--- src/rtl/hwag_decoder_pkg.sv ---
`default_nettype none
// ============================================================================
// Module      : hwag_decoder_pkg
// Description : Shared types and constants for the one-hot strobe decoder.
//               Holds the controller state encoding and the pulse counter
//               width so every file agrees on them.
// Ports       : none (package)
// Revision    : 1.0 - initial release
// ============================================================================
package hwag_decoder_pkg;

   // Controller states, explicitly 1 bit wide.
   typedef enum logic [0:0] {
      ST_IDLE   = 1'b0,
      ST_STROBE = 1'b1
   } state_e;

   // Pulse counter width; the strobe length range 1..255 fits in 8 bits.
   localparam int C_CNT_W = 8;

   // Converts a pulse length into the terminal count of the pulse counter.
   function automatic logic [C_CNT_W-1:0] f_last_count(input int pulse_len);
      return C_CNT_W'(pulse_len - 1);
   endfunction

endpackage : hwag_decoder_pkg
`default_nettype wire

--- src/rtl/onehot_decode.sv ---
`default_nettype none
// ============================================================================
// Module      : onehot_decode
// Description : Purely combinational binary to one-hot decoder.
// Ports       : code   - W-bit binary input
//               onehot - 2**W-bit one-hot output, bit[code] set
// Revision    : 1.0 - initial release
// ============================================================================
module onehot_decode #(
   parameter int W = 4
) (
   input  logic [W-1:0]      code,
   output logic [2**W-1:0]   onehot
);

   generate
      for (genvar i = 0; i < 2**W; i++) begin : g_bit
         assign onehot[i] = (code == W'(i));
      end
   endgenerate

endmodule : onehot_decode
`default_nettype wire

--- src/rtl/onehot_strobe_decoder.sv ---
`default_nettype none
// ============================================================================
// Module      : onehot_strobe_decoder
// Description : Accepts a start address (and optionally an inclusive end
//               address) through a valid/ready handshake and strobes the
//               one-hot decode of each address for PULSE_LEN clocks. The full
//               decode, the row decode (address MSBs) and the column decode
//               (address LSBs) are all registered.
// Ports       : clk      - clock, rising edge
//               n_rst    - asynchronous active-low reset
//               in_valid - request present
//               in_ready - request can be accepted
//               in_addr  - start address
//               in_scan  - 0: single strobe, 1: scan in_addr..in_end
//               in_end   - inclusive scan end address
//               abort    - terminate current operation, blocks acceptance
//               onehot   - one-hot of current address
//               row      - one-hot of address MSBs
//               column   - one-hot of address LSBs
//               busy     - not idle
//               done     - one-clock pulse on normal completion
// Revision    : 1.0 - initial release
// ============================================================================
module onehot_strobe_decoder
   import hwag_decoder_pkg::*;
#(
   parameter int IN_W      = 8,
   parameter int ROW_W     = 4,
   parameter int PULSE_LEN = 1
) (
   input  logic                          clk,
   input  logic                          n_rst,
   input  logic                          in_valid,
   output logic                          in_ready,
   input  logic [IN_W-1:0]               in_addr,
   input  logic                          in_scan,
   input  logic [IN_W-1:0]               in_end,
   input  logic                          abort,
   output logic [2**IN_W-1:0]            onehot,
   output logic [2**ROW_W-1:0]           row,
   output logic [2**(IN_W-ROW_W)-1:0]    column,
   output logic                          busy,
   output logic                          done
);

   localparam int               C_COL_W = IN_W - ROW_W;
   localparam logic [C_CNT_W-1:0] C_LAST = f_last_count(PULSE_LEN);

   state_e                    r_state;
   state_e                    w_next_state;
   logic [C_CNT_W-1:0]        r_cnt;
   logic [C_CNT_W-1:0]        w_next_cnt;
   logic [IN_W-1:0]           r_addr;
   logic [IN_W-1:0]           w_next_addr;
   logic [IN_W-1:0]           r_end;
   logic [IN_W-1:0]           w_next_end;
   logic                      r_scan;
   logic                      w_next_scan;
   logic                      r_done;

   logic [2**IN_W-1:0]        r_onehot;
   logic [2**ROW_W-1:0]       r_row;
   logic [2**C_COL_W-1:0]     r_column;

   logic [2**IN_W-1:0]        w_dec_full;
   logic [2**ROW_W-1:0]       w_dec_row;
   logic [2**C_COL_W-1:0]     w_dec_col;

   logic                      w_ready;
   logic                      w_accept;
   logic                      w_last;
   logic                      w_final;
   logic                      w_complete;

   assign w_accept   = in_valid & w_ready;
   assign w_last     = (r_cnt == C_LAST);
   // Current address is the last one of the operation.
   assign w_final    = ~r_scan | (r_addr == r_end);
   // Abort takes priority, so an aborted final strobe gives no done.
   assign w_complete = (r_state == ST_STROBE) & ~abort & w_last & w_final;

   // ------------------------------------------------------------------
   // State register
   // ------------------------------------------------------------------
   always_ff @(posedge clk or negedge n_rst) begin
      if (!n_rst) begin
         r_state <= ST_IDLE;
      end else begin
         r_state <= w_next_state;
      end
   end

   // ------------------------------------------------------------------
   // Next-state logic
   // ------------------------------------------------------------------
   always_comb begin
      w_next_state = r_state;
      case (r_state)
         ST_IDLE: begin
            if (w_accept) begin
               w_next_state = ST_STROBE;
            end
         end
         ST_STROBE: begin
            if (abort || (w_last && w_final)) begin
               w_next_state = ST_IDLE;
            end
         end
         default: w_next_state = ST_IDLE;
      endcase
   end

   // ------------------------------------------------------------------
   // Output logic (state-derived)
   // ------------------------------------------------------------------
   always_comb begin
      w_ready = (r_state == ST_IDLE) & ~abort;
      busy    = (r_state != ST_IDLE);
   end

   assign in_ready = w_ready;

   // ------------------------------------------------------------------
   // Address / counter next values
   // ------------------------------------------------------------------
   always_comb begin
      w_next_cnt  = r_cnt;
      w_next_addr = r_addr;
      w_next_end  = r_end;
      w_next_scan = r_scan;
      if (w_accept) begin
         w_next_addr = in_addr;
         w_next_end  = in_end;
         w_next_scan = in_scan;
         w_next_cnt  = '0;
      end else if ((r_state == ST_STROBE) && !abort) begin
         if (w_last) begin
            w_next_cnt = '0;
            if (!w_final) begin
               // Natural wrap of the IN_W-bit add gives modulo 2**IN_W.
               w_next_addr = r_addr + 1'b1;
            end
         end else begin
            w_next_cnt = r_cnt + 1'b1;
         end
      end
   end

   always_ff @(posedge clk or negedge n_rst) begin
      if (!n_rst) begin
         r_cnt  <= '0;
         r_addr <= '0;
         r_end  <= '0;
         r_scan <= 1'b0;
         r_done <= 1'b0;
      end else begin
         r_cnt  <= w_next_cnt;
         r_addr <= w_next_addr;
         r_end  <= w_next_end;
         r_scan <= w_next_scan;
         r_done <= w_complete;
      end
   end

   // ------------------------------------------------------------------
   // Decoders look at the next address so the registered outputs line up
   // with the state register: they show the decode of the latched address
   // in every STROBE cycle, starting the clock after the handshake.
   // ------------------------------------------------------------------
   onehot_decode #(.W(IN_W)) u_dec_full (
      .code   (w_next_addr),
      .onehot (w_dec_full)
   );

   onehot_decode #(.W(ROW_W)) u_dec_row (
      .code   (w_next_addr[IN_W-1 -: ROW_W]),
      .onehot (w_dec_row)
   );

   onehot_decode #(.W(C_COL_W)) u_dec_col (
      .code   (w_next_addr[C_COL_W-1:0]),
      .onehot (w_dec_col)
   );

   always_ff @(posedge clk or negedge n_rst) begin
      if (!n_rst) begin
         r_onehot <= '0;
         r_row    <= '0;
         r_column <= '0;
      end else if (w_next_state == ST_STROBE) begin
         r_onehot <= w_dec_full;
         r_row    <= w_dec_row;
         r_column <= w_dec_col;
      end else begin
         r_onehot <= '0;
         r_row    <= '0;
         r_column <= '0;
      end
   end

   assign onehot = r_onehot;
   assign row    = r_row;
   assign column = r_column;
   assign done   = r_done;

endmodule : onehot_strobe_decoder
`default_nettype wire

--- config.mk ---
export PLATFORM = sky130hd
export DESIGN_NAME = onehot_strobe_decoder
export DESIGN_NICKNAME = d
export VERILOG_FILES = /design/src/rtl/hwag_decoder_pkg.sv /design/src/rtl/onehot_decode.sv /design/src/rtl/onehot_strobe_decoder.sv
export SDC_FILE = /design/constraint.sdc
export NUM_CORES = 1
export LEC_CHECK = 0
export CORE_UTILIZATION = 47
export CTS_CLUSTER_SIZE = 24
export DETAILED_ROUTE_END_ITERATION = 10
export PLACE_DENSITY_LB_ADDON = 0.15
export REMOVE_ABC_BUFFERS = 1
export SYNTH_ARGS = -nofsm -noshare
export SYNTH_HDL_FRONTEND = slang
export SYNTH_SLANG_ARGS = --single-unit
--- constraint.sdc ---
create_clock -name clk -period 3.1 [get_ports clk]
set_input_delay 0.465 -clock clk [delete_from_list [all_inputs] [get_ports clk]]
set_output_delay 0.465 -clock clk [all_outputs]
set_load 0.03 [all_outputs]
* Yosys cells after proc, flatten, opt, wreduce, memory -nomap -nowiden *
Index checks and enable logic that the tools add are counted.

operators by class
  reductions and logical operators = 9
  mux-type cells = 13
  add/sub/neg operators = 2
  equal/unequal tests = 286
  bitwise logic cells = 9

operators by type and width
  kind                 count
  $eq 8x8->1 const B   128
  $eq 8x7->1 const B   64
  $eq 8x6->1 const B   32
  $mux 256             1
  $eq 8x5->1 const B   16
  $eq 4x4->1 const B   16
  $eq 8x4->1 const B   8
  $mux 8               7
  $eq 4x3->1 const B   8
  $eq 8x3->1 const B   4
  $mux 16              2
  $add 8x1->8 const B  2
  $eq 4x2->1 const B   4
  $eq 8x2->1 const B   2
  $logic_not 8->1      2
  $eq 4x1->1 const B   2
  $eq 8x1->1 const B   1
  $eq 8x8->1           1
  $logic_not 4->1      2
  $and 1x1->1          5
  $not 1->1            3
  $logic_and 1x1->1    2
  $mux 1               2
  $pmux 1 s2           1
  4 further kinds      4

storage, ports and cells
  input port bits = 21
  register bits = 315

* Logic depth before layout (Yosys ltp) *
  word-level depth = 8
  depth in mapped cells = 13
  gate-level depth less buffers = 10

* Modules after synthesis *
From an unflattened synthesis, not the netlist that was laid out.

unflattened totals
  cells, all modules = 1162
  area total of the unflattened synthesis = 12856.1 um^2

by module, submodules not included
  module                          cells an instance  seq. area each (um^2)  instances  area each (um^2)
  onehot_strobe_decoder           772                7882.6                 1          10649.0
  onehot_decode at u_dec_full     350                0.0                    1          1754.2
  onehot_decode at u_dec_col ...  20                 0.0                    2          226.5

* Worst setup path before layout *
OpenSTA, ideal clock, no wires.

  kind = register -> register
  start point = register r_state (netlist: busy)
  end point = register r_onehot[144] (netlist: onehot[144])
  arrival = 2.673 ns
  period minus slack after synthesis = 2.750 ns
  library setup time = 0.076 ns
  stages on the path, launching flop included = 9
  path slack = 0.350 ns
  buffers on the path = 4
  path through = dfrtp_1 > clkbuf_1 > or3b_2 > buf_4 > buf_6 > a211oi_4 > nand4_4 > buf_6 > nor2_1

on the way
  longest elaborated chain between the ends = 6

ends and longest elaborated chain
  element                                          RTL line                                                    source
  start, declared                                  onehot_strobe_decoder.sv:49                                 state_e r_state;
  start signal, assigned                           onehot_strobe_decoder.sv:89                                 r_state <= w_next_state;
  $not 1->1                                        -
  $and 1x1->1                                      onehot_strobe_decoder.sv:117                                w_ready = (r_state == ST_IDLE) & ~abort;
  $and 1x1->1                                      onehot_strobe_decoder.sv:75                                 assign w_accept = in_valid & w_ready;
  $mux 8 / $mux 1 (equally long branches)          onehot_strobe_decoder.sv:131, onehot_strobe_decoder.sv:100
  $eq 8x8->1 / $pmux 1 s2 (equally long branches)  onehot_decode.sv:18, onehot_strobe_decoder.sv:98
  $mux 256 *                                       onehot_strobe_decoder.sv:190                                end else if (w_next_state == ST_STROBE) begin
  end signal, assigned                             onehot_strobe_decoder.sv:191                                r_onehot <= w_dec_full;
  end, declared                                    onehot_strobe_decoder.sv:61                                 logic [2**IN_W-1:0] r_onehot;

Every way passes the cells marked *; elsewhere a longest branch is shown, timed or not.
A chain may end at the register's enable or synchronous reset.

* Worst setup path after layout *
  start point = register r_cnt[0]
  end point = register r_onehot[58] (netlist: onehot[58])

on the way
  longest elaborated chain between the ends = 6

ends and longest elaborated chain
  element                                             RTL line                                                    source
  start, declared                                     onehot_strobe_decoder.sv:51                                 logic [C_CNT_W-1:0] r_cnt;
  start signal, assigned                              onehot_strobe_decoder.sv:157                                r_cnt <= w_next_cnt;
  $logic_not 8->1 *                                   onehot_strobe_decoder.sv:76                                 assign w_last = (r_cnt == C_LAST);
  $mux 8 / $logic_and 1x1->1 (equally long branches)  onehot_strobe_decoder.sv:137, onehot_strobe_decoder.sv:105
  $mux 8 / $logic_or 1x1->1 (equally long branches)   onehot_strobe_decoder.sv:136, onehot_strobe_decoder.sv:105
  $mux 8 / $mux 1 (equally long branches)             onehot_strobe_decoder.sv:131, onehot_strobe_decoder.sv:105
  $eq 8x6->1 / $pmux 1 s2 (equally long branches)     onehot_decode.sv:18, onehot_strobe_decoder.sv:98
  $mux 256 *                                          onehot_strobe_decoder.sv:190

Marked as above.

==> results_tabular.tex <==
\begin{tabular}{lr}
\hline
Metric & Value \\
\hline
\multicolumn{2}{l}{\textbf{STA}} \\
Setup Viol. Count Final & 0 \\
Number of hold violations in the final report & 0 \\
Final Skew & 11.1 ps \\
Number of pins with negative max-slew slack in the final report & 0 \\
Highest achievable clock rate & 364 MHz \\
Final worst path period share & 88.5\% \\
Tmin final & 2740 ps \\
Headroom to the max-slew limit & 52.5\% \\
Least-Margin Pin Slew & 712 ps \\
Setup repair after global routing missed its margin & false \\
Sum of negative setup slack & 0 ps \\
\multicolumn{2}{l}{\textbf{Clock tree}} \\
Maximum buffer depth of the clock tree & 3 \\
Clock Pin Slew Worst Setup and Hold Paths & 70 ps \\
Post-CTS setup-driven buffer insertion count & 0 \\
Num CTS Buffers & 30 \\
CTS HTree Levels & 1 \\
Clock insertion delay at the later pin of the skew report & 550 ps \\
TritonCTS Sinks & 315 \\
Clock Tree Root & sky130\_fd\_sc\_hd\_\_clkbuf\_16 \\
TritonCTS clock tree & done \\
\multicolumn{2}{l}{\textbf{Placement}} \\
Gp weighted congestion & 0.852 \\
PortBufs & 311 \\
\# placed instances & 1438 \\
Final HPWL DP & 19800 um \\
\multicolumn{2}{l}{\textbf{GRT}} \\
Met1 Use GR & 33.8\% \\
Fraction of met3 tracks used by global routing & 8.59\% \\
First-pass GRT wire length & 46400 um \\
Antenna violations before repair & 0 \\
Highest-utilization routing layer at the global route stage & met2 \\
Vias in the first global route & 7708 \\
Largest net degree at the start of global routing & 91 \\
Met2 Usage GRT & 44.7\% \\
Total global routing overflow & 0 \\
Tot GR Track Use & 26.7\% \\
\multicolumn{2}{l}{\textbf{Logic synthesis}} \\
Number of warnings issued by yosys & 0 \\
Mux share of post-synthesis cell area & 0.402\% \\
Parity-gate share of the synthesized area counting xor and xnor cells & 1.31\% \\
Sequential area share after synthesis & 74.6\% \\
Post-synthesis compound-gate area fraction & 2.88\% \\
Instance count of the mapped netlist & 834 \\
FF+latch count, synth & 315 \\
Dominant combinational cell family by area after synthesis & simple AND/OR/NAND/NOR gates \\
Simple-gate portion of the synthesized area & 17.0\% \\
Count of distinct cell types in the synthesized netlist & 46 \\
Synthesized area per cell & 12.7 um2 \\
Area of the mapped netlist & 10600 um2 \\
Adder and majority gate portion of the synthesized area & 0.355\% \\
\multicolumn{2}{l}{\textbf{Setup path}} \\
CP Max Fanout & 12 \\
Type of destination of the critical path & flip-flop \\
Critical register-to-register path endpoint & onehot[58]\$\_DFF\_PN0\_ \\
Reg2Reg Setup Slack & 360 ps \\
Chain of cells forming the critical path & inv\_1, ha\_1, nor4b\_2, and4b\_2, o2111ai\_1, xor2\_1, a211oi\_2, nand2\_1, buf\_4, nor2\_1 \\
Critical path's largest stage delay & 420 ps \\
Number of buffer and inverter instances along the worst setup path & 2 \\
Kind of critical path & flip-flop to flip-flop \\
Required @ worst endpoint & 3570 ps \\
Startpoint Class & flip-flop \\
Critical Path AT & 3210 ps \\
Cell family contributing the most delay on the critical path & simple AND/OR/NAND/NOR gates \\
Cell depth of the worst flop-to-flop path & 10 \\
Cell with the biggest individual delay on the critical path & sky130\_fd\_sc\_hd\_\_dfrtp\_1 \\
Critical register-to-register path startpoint & r\_cnt[0]\$\_DFFE\_PN0P\_ \\
\multicolumn{2}{l}{\textbf{Die}} \\
Die area & 23100 um2 \\
Initial Utilization & 48.1\% \\
Area of the core region & 22000 um2 \\
Overall die height & 152 um \\
Total number of placement rows & 54 \\
Width of the chip & 152 um \\
IO Count & 312 \\
\multicolumn{2}{l}{\textbf{Layout}} \\
Final cell count without fillers & 1495 \\
Number of diodes & 0 \\
Footprint of the multi-input gates & 2320 um2 \\
Final-stage net count & 1215 \\
Filler cell count in the final layout & 1568 \\
Signed area change from the synthesized netlist to the final layout & 46.5\% \\
Layout cells sized above 1 & 12.4\% \\
Register area & 7880 um2 \\
\multicolumn{2}{l}{\textbf{Power}} \\
Internal Pwr Total & 7.05 mW \\
Comb pwr share & 12.6\% \\
Switching power as a share of total power & 25.8\% \\
Clock network fraction of total power & 42.3\% \\
Power per cell area & 614 nW/um2 \\
Static Leak & 7.17 nW \\
Peak VDD IR & 0.000473 V \\
Reported net switching power & 2.46 mW \\
Relative contribution of sequential cells to total power & 45.0\% \\
Power consumption & 9.50 mW \\
\multicolumn{2}{l}{\textbf{Hold path}} \\
Class of the worst hold path & input port to flip-flop \\
Cells on Worst Hold Path & 3 \\
Min-delay src & in\_end[6] \\
End point of the most critical hold path & r\_end[6]\$\_DFFE\_PN0P\_ \\
\multicolumn{2}{l}{\textbf{Status}} \\
Run status & complete, but fails checks \\
Violated checks & design-rule violations \\
\multicolumn{2}{l}{\textbf{Routing}} \\
Iter 0 DRT Violations & 357 \\
Wire per inst & 20.0 um \\
Via Count & 7298 \\
Post-route antenna net violation count & 0 \\
Mean number of vias per cell & 4.88 \\
First-pass detailed-route iteration total & 8 \\
Routed wire length & 29800 um \\
Detailed-route DRC error count & 56 \\
\multicolumn{2}{l}{\textbf{Job}} \\
Number of violations of the max-capacitance limit & 0 \\
\hline
\end{tabular}
-- logic make-up (layout without fill, tap and decap cells) --
family,Yosys count,in the layout
flip-flops,315,315
adder cells (fa/ha/maj),3,3
buffers and inverters,71,452
multiplexers,3,3
AO/OA/AOI/OAI,40,40
AND/OR/NAND/NOR,387,387
XOR/XNOR,15,15
-- sequential cells by signal (all words and copies together), names as in the netlist --
signal and cells:
busy 1, column 16, done 1, onehot 256, r_addr 8, r_cnt 8
r_end 8, r_scan 1, row 16
-- worst min-delay path: stages --
cell and delay, ps:
sky130_fd_sc_hd__clkdlybuf4s50_1 400, sky130_fd_sc_hd__nand2_1 60, sky130_fd_sc_hd__nand2_1 40
-- final cells by class --
class	count	share of cell area, %
Sequential cell	315	50.9
Tap cell	280	2.26
Timing Repair Buffer	371	24.0
Multi-Input combinational cell	448	15.0
Clock buffer	38	5.50
Clock inverter	18	1.70
Inverter	25	0.606
-- power groups by stage --
stage	Clock (mW)	Sequential, mW	Combinational [mW]
global placement	0	4.35	1.19
CTS	4.08	4.28	1.21
finish	4.02	4.28	1.20
floorplan	0	4.41	0.523
global route	4.23	4.29	1.29
detailed placement	0	4.35	1.20
-- layer usage --
metal | up-vias | routed length, um
met4 | 0 | 612
li1 | 3326 | -
met3 | 43 | 2670
met1 | 3655 | 12100
met2 | 274 | 14500
met5 | - | 0
-- synth_stat cells, drive strengths merged --
| cell | n | area [um2] |
|---|---|---|
| a211oi | 5 | 67.6 |
| a21o | 3 | 22.5 |
| a21oi | 7 | 35.0 |
| a22o | 1 | 8.76 |
| a31o | 1 | 8.76 |
| and2 | 5 | 31.3 |
| and3 | 11 | 68.8 |
| and3b | 1 | 8.76 |
| and4b | 2 | 20.0 |
| buf | 30 | 216 |
| clkbuf | 16 | 60.1 |
| dfrtp | 315 | 7880 |
| ha | 3 | 37.5 |
| inv | 25 | 93.8 |
| mux2i | 3 | 42.5 |
| nand2 | 51 | 201 |
| nand2b | 3 | 18.8 |
| nand3 | 4 | 20.0 |
| nand4 | 18 | 295 |
| nor2 | 283 | 1060 |
| nor2b | 2 | 12.5 |
| nor3 | 3 | 15.0 |
| nor3b | 1 | 7.51 |
| nor4b | 1 | 15.0 |
| o2111a | 2 | 22.5 |
| o2111ai | 3 | 26.3 |
| o211a | 1 | 10.0 |
| o211ai | 2 | 20.0 |
| o21ai | 12 | 60.1 |
| o21bai | 1 | 7.51 |
| o31ai | 2 | 15.0 |
| or3b | 2 | 17.5 |
| xnor2 | 11 | 104 |
| xor2 | 4 | 35.0 |
-- metrics by stage --
step                utilization [%]  setup WS [ps]  cell area (um2)  hold slack, ps
finish                         70.5            356            15500             440
global placement               65.4            146            14400             488
CTS                            70.5            285            15500             424
floorplan                         -            307            10300             169
global route                   70.5           59.4            15500             457
detailed placement             65.4            135            14400             488
-- how the worst max path moves through the flow --
stage / startpoint / to / slack [ps] / depth (start not counted)
3_5_place_dp: in_valid / onehot[56]$_DFF_PN0_ / 140 / 9
5_1_grt: r_cnt[0]$_DFFE_PN0P_ / onehot[58]$_DFF_PN0_ / 60 / 10
4_1_cts: r_cnt[0]$_DFFE_PN0P_ / onehot[134]$_DFF_PN0_ / 280 / 10
6_report: r_cnt[0]$_DFFE_PN0P_ / onehot[58]$_DFF_PN0_ / 360 / 10
3_3_place_gp: in_valid / onehot[156]$_DFF_PN0_ / 150 / 10
2_1_floorplan: busy$_DFF_PN0_ / onehot[81]$_DFF_PN0_ / 310 / 8
-- repair_timing --
| item | 4_1_cts | 5_1_grt |
|---|---|---|
| endpoints found under the setup margin | 0 | 72 |
| resized for setup | 0 | 2 |
| endpoints found under the hold margin | 85 | 0 |
| hold buffers | 1 | 0 |
-- cell usage in the layout (no fill, tap or decap), types with 5 or more instances in the layout --
master / Yosys / final
sky130_fd_sc_hd__dfrtp_1: 315 / 315
sky130_fd_sc_hd__xnor2_1: 10 / 10
sky130_fd_sc_hd__o21ai_0: 12 / 12
sky130_fd_sc_hd__clkdlybuf4s50_1: 0 / 310
sky130_fd_sc_hd__buf_4: 2 / 47
sky130_fd_sc_hd__inv_1: 22 / 22
sky130_fd_sc_hd__buf_12: 0 / 12
sky130_fd_sc_hd__nand4_4: 8 / 8
sky130_fd_sc_hd__a21oi_1: 7 / 7
sky130_fd_sc_hd__bufinv_16: 0 / 6
sky130_fd_sc_hd__clkbuf_8: 0 / 5
sky130_fd_sc_hd__clkbuf_16: 0 / 31
sky130_fd_sc_hd__and3_1: 11 / 11
sky130_fd_sc_hd__clkinvlp_4: 0 / 6
sky130_fd_sc_hd__nand2_1: 47 / 47
sky130_fd_sc_hd__nor2_1: 283 / 283
sky130_fd_sc_hd__nand4_2: 10 / 10
No activity file was read; power rests on OpenSTA's default activity.
